$ cat src/rtl/rdf_uart_pkg.sv
// Shared constants for the SDRAM read-FIFO UART dump path.
package rdf_uart_pkg;

  localparam logic [1:0] IDLE    = 2'd0;
  localparam logic [1:0] LATCH   = 2'd1;
  localparam logic [1:0] SEND_LO = 2'd2;
  localparam logic [1:0] SEND_HI = 2'd3;

  localparam int FRAME_BITS       = 10;
  localparam int DEFAULT_BAUD_DIV = 217;

  // Index of the final bit period of a frame (stop bit plus idle gap periods).
  function automatic int frame_last(input int byte_gap);
    return FRAME_BITS - 1 + byte_gap;
  endfunction

endpackage

$ cat src/rtl/uart_byte_tx.sv
// 8N1 byte serialiser with optional idle-high gap; accepts a new start on
// the done cycle so consecutive bytes abut with no hand-off bubble.
module uart_byte_tx
  import rdf_uart_pkg::*;
#(
  parameter int BAUD_DIV = DEFAULT_BAUD_DIV,
  parameter int BYTE_GAP = 0
) (
  input  logic       clk,
  input  logic       rst_n,
  input  logic       start,
  input  logic [7:0] data,
  output logic       tx,
  output logic       done,
  output logic       busy
);

  localparam logic [15:0] BAUD_LAST = 16'(BAUD_DIV - 1);
  localparam logic [4:0]  BIT_LAST  = 5'(frame_last(BYTE_GAP));

  logic [15:0] baud_cnt;
  logic [4:0]  bit_cnt;
  logic [7:0]  shreg;
  logic        active;
  logic        bit_end;

  assign bit_end = active && (baud_cnt == BAUD_LAST);
  assign done    = bit_end && (bit_cnt == BIT_LAST);
  assign busy    = active;

  // Ones shift in behind the data, so the stop bit and gap fall out naturally.
  always_ff @(posedge clk or negedge rst_n) begin
    if (!rst_n) begin
      active   <= 1'b0;
      baud_cnt <= '0;
      bit_cnt  <= '0;
      shreg    <= '1;
      tx       <= 1'b1;
    end else if (start && (!active || done)) begin
      active   <= 1'b1;
      baud_cnt <= '0;
      bit_cnt  <= '0;
      shreg    <= data;
      tx       <= 1'b0;
    end else if (active) begin
      if (bit_end) begin
        baud_cnt <= '0;
        if (done) begin
          active <= 1'b0;
          tx     <= 1'b1;
        end else begin
          bit_cnt <= bit_cnt + 5'd1;
          tx      <= shreg[0];
          shreg   <= {1'b1, shreg[7:1]};
        end
      end else begin
        baud_cnt <= baud_cnt + 16'd1;
      end
    end
  end

endmodule

$ cat src/rtl/rdf_uart_tx.sv
// Pops 16-bit words from the SDRAM read FIFO and sends each as two UART
// bytes, low byte first, counting completed words.
//
//   state   | meaning
//   IDLE    | waiting for tx_en and a non-empty FIFO; pop strobe issued here
//   LATCH   | FIFO data valid; capture word and launch low byte
//   SEND_LO | low byte on the line; launch high byte on its done
//   SEND_HI | high byte on the line; count word on its done
module rdf_uart_tx
  import rdf_uart_pkg::*;
#(
  parameter int BAUD_DIV = DEFAULT_BAUD_DIV,
  parameter int BYTE_GAP = 0
) (
  input  logic        clk,
  input  logic        rst_n,
  input  logic        tx_en,
  input  logic        rdf_empty,
  output logic        rdf_rd_en,
  input  logic [15:0] rdf_dout,
  output logic        rs232_tx,
  output logic        busy,
  output logic [15:0] word_cnt
);

  logic [1:0]  state;
  logic [15:0] word;
  logic        armed;
  logic        ser_start;
  logic [7:0]  ser_data;
  logic        ser_done;
  logic        ser_busy;

  // armed keeps the pop strobe quiet while reset is held and on the release cycle.
  assign rdf_rd_en = armed && (state == IDLE) && tx_en && !rdf_empty;
  assign busy      = (state != IDLE) || rdf_rd_en || ser_busy;

  always_comb begin
    ser_start = 1'b0;
    ser_data  = word[7:0];
    case (state)
      LATCH: begin
        ser_start = 1'b1;
        ser_data  = rdf_dout[7:0];
      end
      SEND_LO: begin
        if (ser_done) begin
          ser_start = 1'b1;
          ser_data  = word[15:8];
        end
      end
      default: ;
    endcase
  end

  always_ff @(posedge clk or negedge rst_n) begin
    if (!rst_n) begin
      state    <= IDLE;
      word     <= '0;
      word_cnt <= '0;
      armed    <= 1'b0;
    end else begin
      armed <= 1'b1;
      case (state)
        IDLE: begin
          if (rdf_rd_en) state <= LATCH;
        end
        LATCH: begin
          word  <= rdf_dout;
          state <= SEND_LO;
        end
        SEND_LO: begin
          if (ser_done) state <= SEND_HI;
        end
        SEND_HI: begin
          if (ser_done) begin
            word_cnt <= word_cnt + 16'd1;
            state    <= IDLE;
          end
        end
        default: state <= IDLE;
      endcase
    end
  end

  uart_byte_tx #(
    .BAUD_DIV (BAUD_DIV),
    .BYTE_GAP (BYTE_GAP)
  ) u_byte_tx (
    .clk   (clk),
    .rst_n (rst_n),
    .start (ser_start),
    .data  (ser_data),
    .tx    (rs232_tx),
    .done  (ser_done),
    .busy  (ser_busy)
  );

endmodule

$ cat config.mk
export PLATFORM = sky130hd
export DESIGN_NAME = rdf_uart_tx
export DESIGN_NICKNAME = d
export VERILOG_FILES = /design/src/rtl/rdf_uart_pkg.sv /design/src/rtl/uart_byte_tx.sv /design/src/rtl/rdf_uart_tx.sv
export SDC_FILE = /design/constraint.sdc
export NUM_CORES = 1
export LEC_CHECK = 0
export CORE_AREA = 2 2 103 105
export CTS_CLUSTER_SIZE = 24
export DETAILED_ROUTE_END_ITERATION = 12
export DIE_AREA = 0 0 105 107
export HOLD_SLACK_MARGIN = 0.08
export SLEW_MARGIN = 20
export SYNTH_ARGS = -nofsm -noshare
export SYNTH_HDL_FRONTEND = slang
export SYNTH_SLANG_ARGS = --single-unit
$ cat constraint.sdc
create_clock -name clk -period 2.9 [get_ports clk]
set_input_delay 0.58 -clock clk [delete_from_list [all_inputs] [get_ports clk]]
set_output_delay 0.58 -clock clk [all_outputs]
set_load 0.02 [all_outputs]
; ---- After elaboration in Yosys (flattened, before gate mapping)
; Cells that the tools add are included.
[op_classes]
n_addsub = 3
eq_ne = 9
mux = 27
reduce_logical = 19
[op_table]
columns = op, count
row1 = $mux 16, 3
row2 = $mux 8, 5
row3 = $add 16x1->16 const B, 2
row4 = $mux 5, 4
row5 = $eq 16x8->1 const B, 1
row6 = $pmux 8 s2, 1
row7 = $mux 1, 9
row8 = $pmux 2 s4, 1
row9 = $logic_and 1x1->1, 6
row10 = $mux 2, 3
row11 = $reduce_and 3->1, 2
row12 = $reduce_bool 2->1, 3
row13 = $add 5x1->5 const B, 1
row14 = $eq 5x4->1 const B, 1
row15 = $eq 2x2->1 const B, 2
row16 = $ne 2x1->1 const B, 2
row17 = $ne 2x2->1 const B, 2
row18 = $reduce_and 2->1, 2
row19 = $logic_or 1x1->1, 3
row20 = $eq 2x1->1 const B, 1
row21 = $logic_not 1->1, 2
row22 = $logic_not 2->1, 1
row23 = $pmux 1 s2, 1
[totals]
register_bits = 66
elab_cells = 67

; ---- Longest topological paths before layout
[logic_depth]
ltp_word = 8
depth_mapped = 9
depth_no_buf = 7

; ---- By module
; A second synthesis with hierarchy kept.
[hier_totals]
hier_cells = 318
area_unflattened_um2 = 3435.8
[by_module_without_submodules]
columns = mod, instances, cells_per_inst, area_per_inst_um2, seq_area_each_um2
row1 = uart_byte_tx, 1, 183, 1751.7, 787.0
row2 = rdf_uart_tx, 1, 135, 1684.1, 875.8

; ---- Worst setup path before layout
; No wires, ideal clock.
[synth_timing]
kind = reg-to-reg
from = register u_byte_tx.baud_cnt[13]
to = register word_cnt[10]
arrival_ps = 2173
required_time_ps = 2770
path_slack_ps = 597
stages_incl_launch_ff = 8
n_path_buf = 2
path_cell_list = dfrtp_1 > or4_4 > or4_1 > buf_2 > nor2_8 > buf_6 > nand4_1 > xnor2_1
[synth_via]
elab_chain_len = 4
[synth_rtl]
columns = element, line
row1 = from (decl), uart_byte_tx.sv:21  ; logic [15:0] baud_cnt;
row2 = from (signal assigned), uart_byte_tx.sv:57  ; baud_cnt <= baud_cnt + 16'd1;
row3 = $eq 16x8->1, uart_byte_tx.sv:27  ; assign bit_end = active && (baud_cnt == BAUD_LAST);
row4 = $logic_and 1x1->1, uart_byte_tx.sv:27
row5 = $logic_and 1x1->1, uart_byte_tx.sv:28  ; assign done = bit_end && (bit_cnt == BIT_LAST);
row6 = $reduce_and 2->1 (no source line), -
row7 = to (signal assigned), rdf_uart_tx.sv:77  ; word_cnt <= word_cnt + 16'd1;
row8 = to (decl), rdf_uart_tx.sv:23  ; output logic [15:0] word_cnt
; Every way passes these cells.
; A chain may end at the register's enable or synchronous reset.

; ---- Worst setup path after layout
[layout_timing]
from = register u_byte_tx.baud_cnt[13]
to = register word_cnt[1]
; The elaborated chain is that of the path after synthesis.

==> reports/metrics.yaml <==
cp-end-kind: "flop"
drc: 0
drt_iter0_markers: 76
clock_latency_ns: 0.34
routedWlPerCell_um: 14.70
die-height_um: 107
synth-seq-area-share_pct: 48.36
drive_above_1_share_pct: 16.18
first_global_vias: 2643
htreeDepth: 3
finClkSkew_ns: 0.01002
min_period_ns: 2.616
placed_area_um2: 3996
die_w_um: 105
worst_ep_arrival_time_ns: 2.84
dr_total_vias: 2622
synth-main-ff-cell: "dfrtp_1"
r2r_cells: 5
gr-total-overflow: 0
timing.rr.end: "word_cnt[1]"
die_area_um2: 11240
synthTopCellsByCount: "57 x dfrtp_1, 26 x o21ai_0, 20 x nand2_1"
outcome: "finished clean"
post-cts-setup-buffers: 0
nNetsFinal: 402
yosysUniqueCellTypes: 48
crit_required_ns: 3.12
n_antenna_cell: 0
cap_violations: 0
crit_type: "reg -> reg"
via_per_inst: 5.111
place.port_buffers: 38
clock_sinks: 66
cp_max_fo: 18
post_cts_resized: 0
synth-async-reset-ratio_pct: 100.0
place_congestion: 0.8292
rows: 37
grt_pass1_wl_um: 13120
grt_max_degree: 37
yosysMostFrequentCell: "dfrtp_1"
maxSlewViolCount: 0
worstSetupStartpointType: "flop"
synth-edff-count: 0
rr_startpoint: "u_byte_tx.baud_cnt[13]"
grt_use_total_pct: 14.32
ys_seq_elements: 66
reg2reg_slack_ns: 0.28
path_clk_slew_ns: 0.08
cts_buffers: 9
peakVddDrop_mv: 0.2377
routed_wl_um: 7543
syn_area_um2: 3438
slowest_stage: "or4_1"
yosys-top-cells-area: "dfrtp_1 41%, dfstp_2 6.9%, mux2_2 5.6%, xnor2_1 4.6%, o21ai_0 3.8%"
dp_hpwl_um: 5298
core_um2: 10090
path_cells: "or4_4 > or4_1 > nor2_8 > nand2_1 > mux2_2"
syn_inst: 327
fin_area_um2: 4223
syn_area_per_cell_um2: 10.51
first_pass_iters: 4
setup_viol: 0
fmax_ghz: 0.3822
setup_tns_ns: 0
synth_top_cell_by_area: "dfrtp_1"
slew_headroom_pct: 47.32
antenna_found_initial: 0
ant_nets: 0
cp_slowest_stage_delay_ns: 0.75
post-route-period-util_pct: 90.22
syn_nets: 357
syn_to_final_growth_pct: 22.82
min_path_type: "in -> async"
p_per_area_nw_per_um2: 436.6
cts_buffer_depth: 2
cts-root-buf: "clkbuf_8"
ys.warnings.count: 0
p_leak_uw: 0.001919
cts_tree: "done"
io_pins: 39
start_util_pct: 34.07
max_slew.worst_pin.slew_ns: 0.7901
cts-hold-fix-buffers: 0
rsz0062_at_grt: "no"
yosysTopAreaCellShare_pct: 41.48
finalHoldViolCount: 0
## stage by stage
| stage | setup WS, ns | utilization, % | power [uW] | instances | hold slack [ns] |
|---|---|---|---|---|---|
| after global routing | 0.1672 | 41.84 | 1920 | 513 | 0.3140 |
| after detailed placement | 0.2960 | 39.60 | 989.8 | 497 | 0.4539 |
| after floorplan | 0.5969 | - | 939.5 | 327 | 0.2844 |
| final | 0.2836 | 41.84 | 1844 | 513 | 0.2857 |
| after CTS | 0.2868 | 41.84 | 1872 | 513 | 0.2909 |
| after global placement | 0.3427 | 39.60 | 988.9 | 497 | 0.4480 |
## layout make-up
| type | instances | area [um2] |
|---|---|---|
| clock inverter | 5 | 85.08 |
| fill | 1029 | 5869 |
| tap | 136 | 170.2 |
| inverter | 14 | 52.55 |
| sequential | 66 | 1663 |
| clock buffer | 11 | 141.4 |
| multi-input combinational | 233 | 1660 |
| timing repair buffer | 48 | 450.4 |
## metal layers
metal | track usage [%] | wire length (um) | up-vias
li1 | - | - | 1279
met1 | 18.66 | 3630 | 1297
met2 | 23.84 | 3612 | 39
met3 | 3.526 | 218 | 7
met4 | 3.810 | 81 | 0
met5 | 0 | 0 | -
## worst max-delay path, delay by kind of cell (launching register included)
kind	cells	cell delay [ns]
DFF	1	0.42
muxes	1	0.28
and+or+nand+nor	4	1.80
## cell usage in the layout (no fill, tap or decap), types with 3 or more instances in the layout
cell type	Yosys	final
a21o_1	7	7
nand2_1	20	20
a21oi_1	7	7
mux2_2	17	17
ha_1	10	10
o211ai_1	7	7
nand3_1	15	15
o21ai_0	26	26
xnor2_1	18	18
inv_1	14	14
a22oi_1	7	7
buf_4	0	10
xor2_1	5	5
o31ai_1	4	4
clkbuf_8	0	10
and4_1	3	3
dfrtp_1	57	57
nor2_1	19	19
nor3_1	6	6
clkdlybuf4s50_1	0	37
nor2b_1	3	3
nand4_1	8	8
a221oi_1	7	7
dfstp_2	9	9
and3_1	13	13
or3_1	5	5
## state kept, by name (all words and copies together), names as in the netlist
| name | count |
|---|---|
| armed | 1 |
| state | 2 |
| u_byte_tx.baud_cnt | 16 |
| u_byte_tx.bit_cnt | 5 |
| u_byte_tx.busy | 1 |
| u_byte_tx.shreg | 8 |
| u_byte_tx.tx | 1 |
| word | 16 |
| word_cnt | 16 |
## worst max path at each step
stage / start / end / slack, ns
floorplan: u_byte_tx.baud_cnt[13] / word_cnt[10] / 0.60
global placement: u_byte_tx.baud_cnt[13] / word_cnt[1] / 0.34
detailed placement: u_byte_tx.baud_cnt[13] / word_cnt[1] / 0.30
CTS: u_byte_tx.baud_cnt[13] / word_cnt[1] / 0.29
global route: u_byte_tx.baud_cnt[13] / word_cnt[1] / 0.17
finish: u_byte_tx.baud_cnt[13] / word_cnt[1] / 0.28
## report_power, final
| part | internal [uW] | total (uW) | leakage [uW] | switching, uW |
|---|---|---|---|---|
| Sequential | 921 | 921 | 0.000878 | 0.181 |
| Combinational | 23.8 | 48.5 | 0.000930 | 24.7 |
| Clock | 514 | 874 | 0.000111 | 360 |
| Total | 1460 | 1840 | 0.00192 | 385 |
## cell families (layout without fill, tap and decap cells)
family                     after synthesis  after routing  synth area share [%]
and+or+nand+nor                        106            106                 17.43
AOI/OAI and AO/OA                       74             74                 15.10
muxes                                   19             19                 6.150
buffers and inverters                   28             78                 3.348
DFF                                     66             66                 48.36
other                                    1              1                0.1091
adders and majority gates               10             10                 3.639
xor gates and xnor gates                23             23                 5.859
(Power assumes the default switching activity.)
==> variant: new RTL, config.mk and constraints unchanged <==
Register the output `word_cnt` once more, without a reset; this adds one clock of latency there. The other outputs are not delayed to match.
--- a/src/rtl/rdf_uart_tx.sv
+++ b/src/rtl/rdf_uart_tx.sv
@@ -22,6 +22,8 @@
   output logic        busy,
   output logic [15:0] word_cnt
 );
+
+  logic [15:0] word_cnt_s0;
 
   logic [1:0]  state;
   logic [15:0] word;
@@ -57,7 +59,7 @@
     if (!rst_n) begin
       state    <= IDLE;
       word     <= '0;
-      word_cnt <= '0;
+      word_cnt_s0 <= '0;
       armed    <= 1'b0;
     end else begin
       armed <= 1'b1;
@@ -74,7 +76,7 @@
         end
         SEND_HI: begin
           if (ser_done) begin
-            word_cnt <= word_cnt + 16'd1;
+            word_cnt_s0 <= word_cnt_s0 + 16'd1;
             state    <= IDLE;
           end
         end
@@ -96,5 +98,9 @@
     .busy  (ser_busy)
   );
 
+  always_ff @(posedge clk) begin
+    word_cnt <= word_cnt_s0;
+  end
+
 endmodule
 
Function: same outputs for any inputs over 10 cycles, from zero or initial values and one cycle with rst_n low; that may be too few to reach the edited logic, so the function may still have changed.
==> variant against the unedited design <==
Routed wire length decreased by 8.1%. Via count shrank 1.7%. Cell area up 4.2%. Hold slack worse by 0.11 ns. Synthesized area rose by 6.0%. Sequential cell count increased by 16. Power rose by 8.9%. Count of clock-buffer cells in the layout down 2. Synthesized cell count is 8.9% higher. Setup slack worse by 0.043 ns.
==> variant: results (changes against the unedited design) <==
run status finished clean; total length of routed met3 wires 238 microns (+9.2%); share of post-route cells with drive strength above 1 12.3% (-3.8 points); number of antenna diodes 0 (unchanged); wire length reported by the detailed router 6.93 mm (-8.1%); clock buffers created by TritonCTS 9 (unchanged); internal power consumption 0.00151 W (+3.3%); Synthesized Nets 386 (+8.1%); post-synthesis async set-or-reset flop share 80.5% (-20 points); post-CTS clock slew at the launch and capture registers of the worst setup and hold paths 0.10 ns (+0.02 ns); post-cts sizing count 1 (+1); clock tree root driver cell clkbuf_8; met2 layer wire length in the routed design 3.25 mm (-9.9%); post-route clock skew 0.0193 ns (+0.00932 ns); largest net degree at the start of global routing 27 (-27%); worst supply voltage drop on vdd 259 uV (+9.1%); synth warn 0 (unchanged); clock network latency to the later pin of the worst-skew pair 0.36 ns (+0.02 ns); Seq/Total Area, Yosys 54.4% (+6.1 points); leading post-synthesis cells by cell area dfrtp_1 39%, dfxtp_1 8.8%, dfstp_2 6.5%; nets 430 (+7.0%); count of distinct cell types in the synthesized netlist 44 (-8.3%); total track usage 13.5% (-0.85 points); cell leakage power 2.03 nW (+5.7%); Crit path arrival time 2.08 ns (-0.76 ns); initial antenna violation count 0 (unchanged); list of most frequent post-synthesis cells 57 x dfrtp_1, 42 x nand2_1, 30 x nor2_1; worst slew pin tran 0.550 ns (-0.240 ns); final estimated routing congestion in global placement 0.797 (-3.9%); detailed-routing wirelength on met1 3.32 mm (-8.7%); maximum net fanout on the critical path 4 (-14); number of DRC markers in iteration 0 91 (+20%); detailed placement HPWL 4.95 mm (-6.5%); wire length of the first global-routing pass 12.2 mm (-6.8%); vias after detailed routing 2578 (-1.7%)
-- variant: cell type report --
class | instances | area [sq um]
Fill cell | 1014 | 5690
Sequential cell | 82 | 1980
Multi-Input combinational cell | 242 | 1530
Timing Repair Buffer | 50 | 464
Tap cell | 136 | 170
Clock buffer | 9 | 124
Clock inverter | 7 | 76.3
Inverter | 15 | 56.3
-- variant: worst paths after layout --
check	startpoint	endpoint	slack, ns	cells after the start
max	state[0]	busy	0.24	6
min	rst_n	word[10]	0.18	1
max reg2reg	u_byte_tx.baud_cnt[0]	word_cnt_s0[14]	0.24	7
min reg2reg	word_cnt_s0[15]	word_cnt[15]	0.41	0
max in group asynchronous	rst_n	u_byte_tx.shreg[1]	1.94	2
min in group clk	word_cnt_s0[15]	word_cnt[15]	0.41	0
-- variant: power by group through the flow --
stage	registers (W)	logic [W]	clock network (W)
2_1_floorplan	0.00116	0.000000366	0
3_3_place_gp	0.00116	0.0000461	0
3_5_place_dp	0.00116	0.0000465	0
4_1_cts	0.00114	0.0000467	0.000849
5_1_grt	0.00114	0.0000503	0.000893
6_report	0.00114	0.0000449	0.000823
-- variant: kinds of logic after synthesis --
kind of cell	share of synthesized area [%]
and+or+nand+nor	18.6
buffers and inverters	3.64
xor gates and xnor gates	7.69
adders and majority gates	3.43
DFF	54.4
muxes	4.70
other	0.103
AOI/OAI and AO/OA	7.38
-- variant: routing by layer --
metal	track usage [%]	up-vias
met5	0	-
li1	-	1296
met3	2.92	12
met2	22.1	43
met1	17.4	1227
met4	5.33	0
-- variant: stage by stage --
step                std cells  utilization, %  instance area (sq um)  total power, W  worst slack, ns
floorplan                 356               -                   3640         0.00116            0.460
global placement          525            41.6                   4200         0.00121           0.0708
detailed placement        525            41.6                   4200         0.00121           0.0738
CTS                       541            43.6                   4400         0.00204            0.210
global route              541            43.6                   4400         0.00208           0.0131
finish                    541            43.6                   4400         0.00201            0.241
-- variant: worst max-delay path, cell delays in order, from the launching register on --
cell and delay, ns:
dfrtp_1 0.38, inv_1 0.10, ha_1 0.22, and4b_1 0.21, nand2b_1 0.19, or2_2 0.29, dlygate4sd2_1 0.33
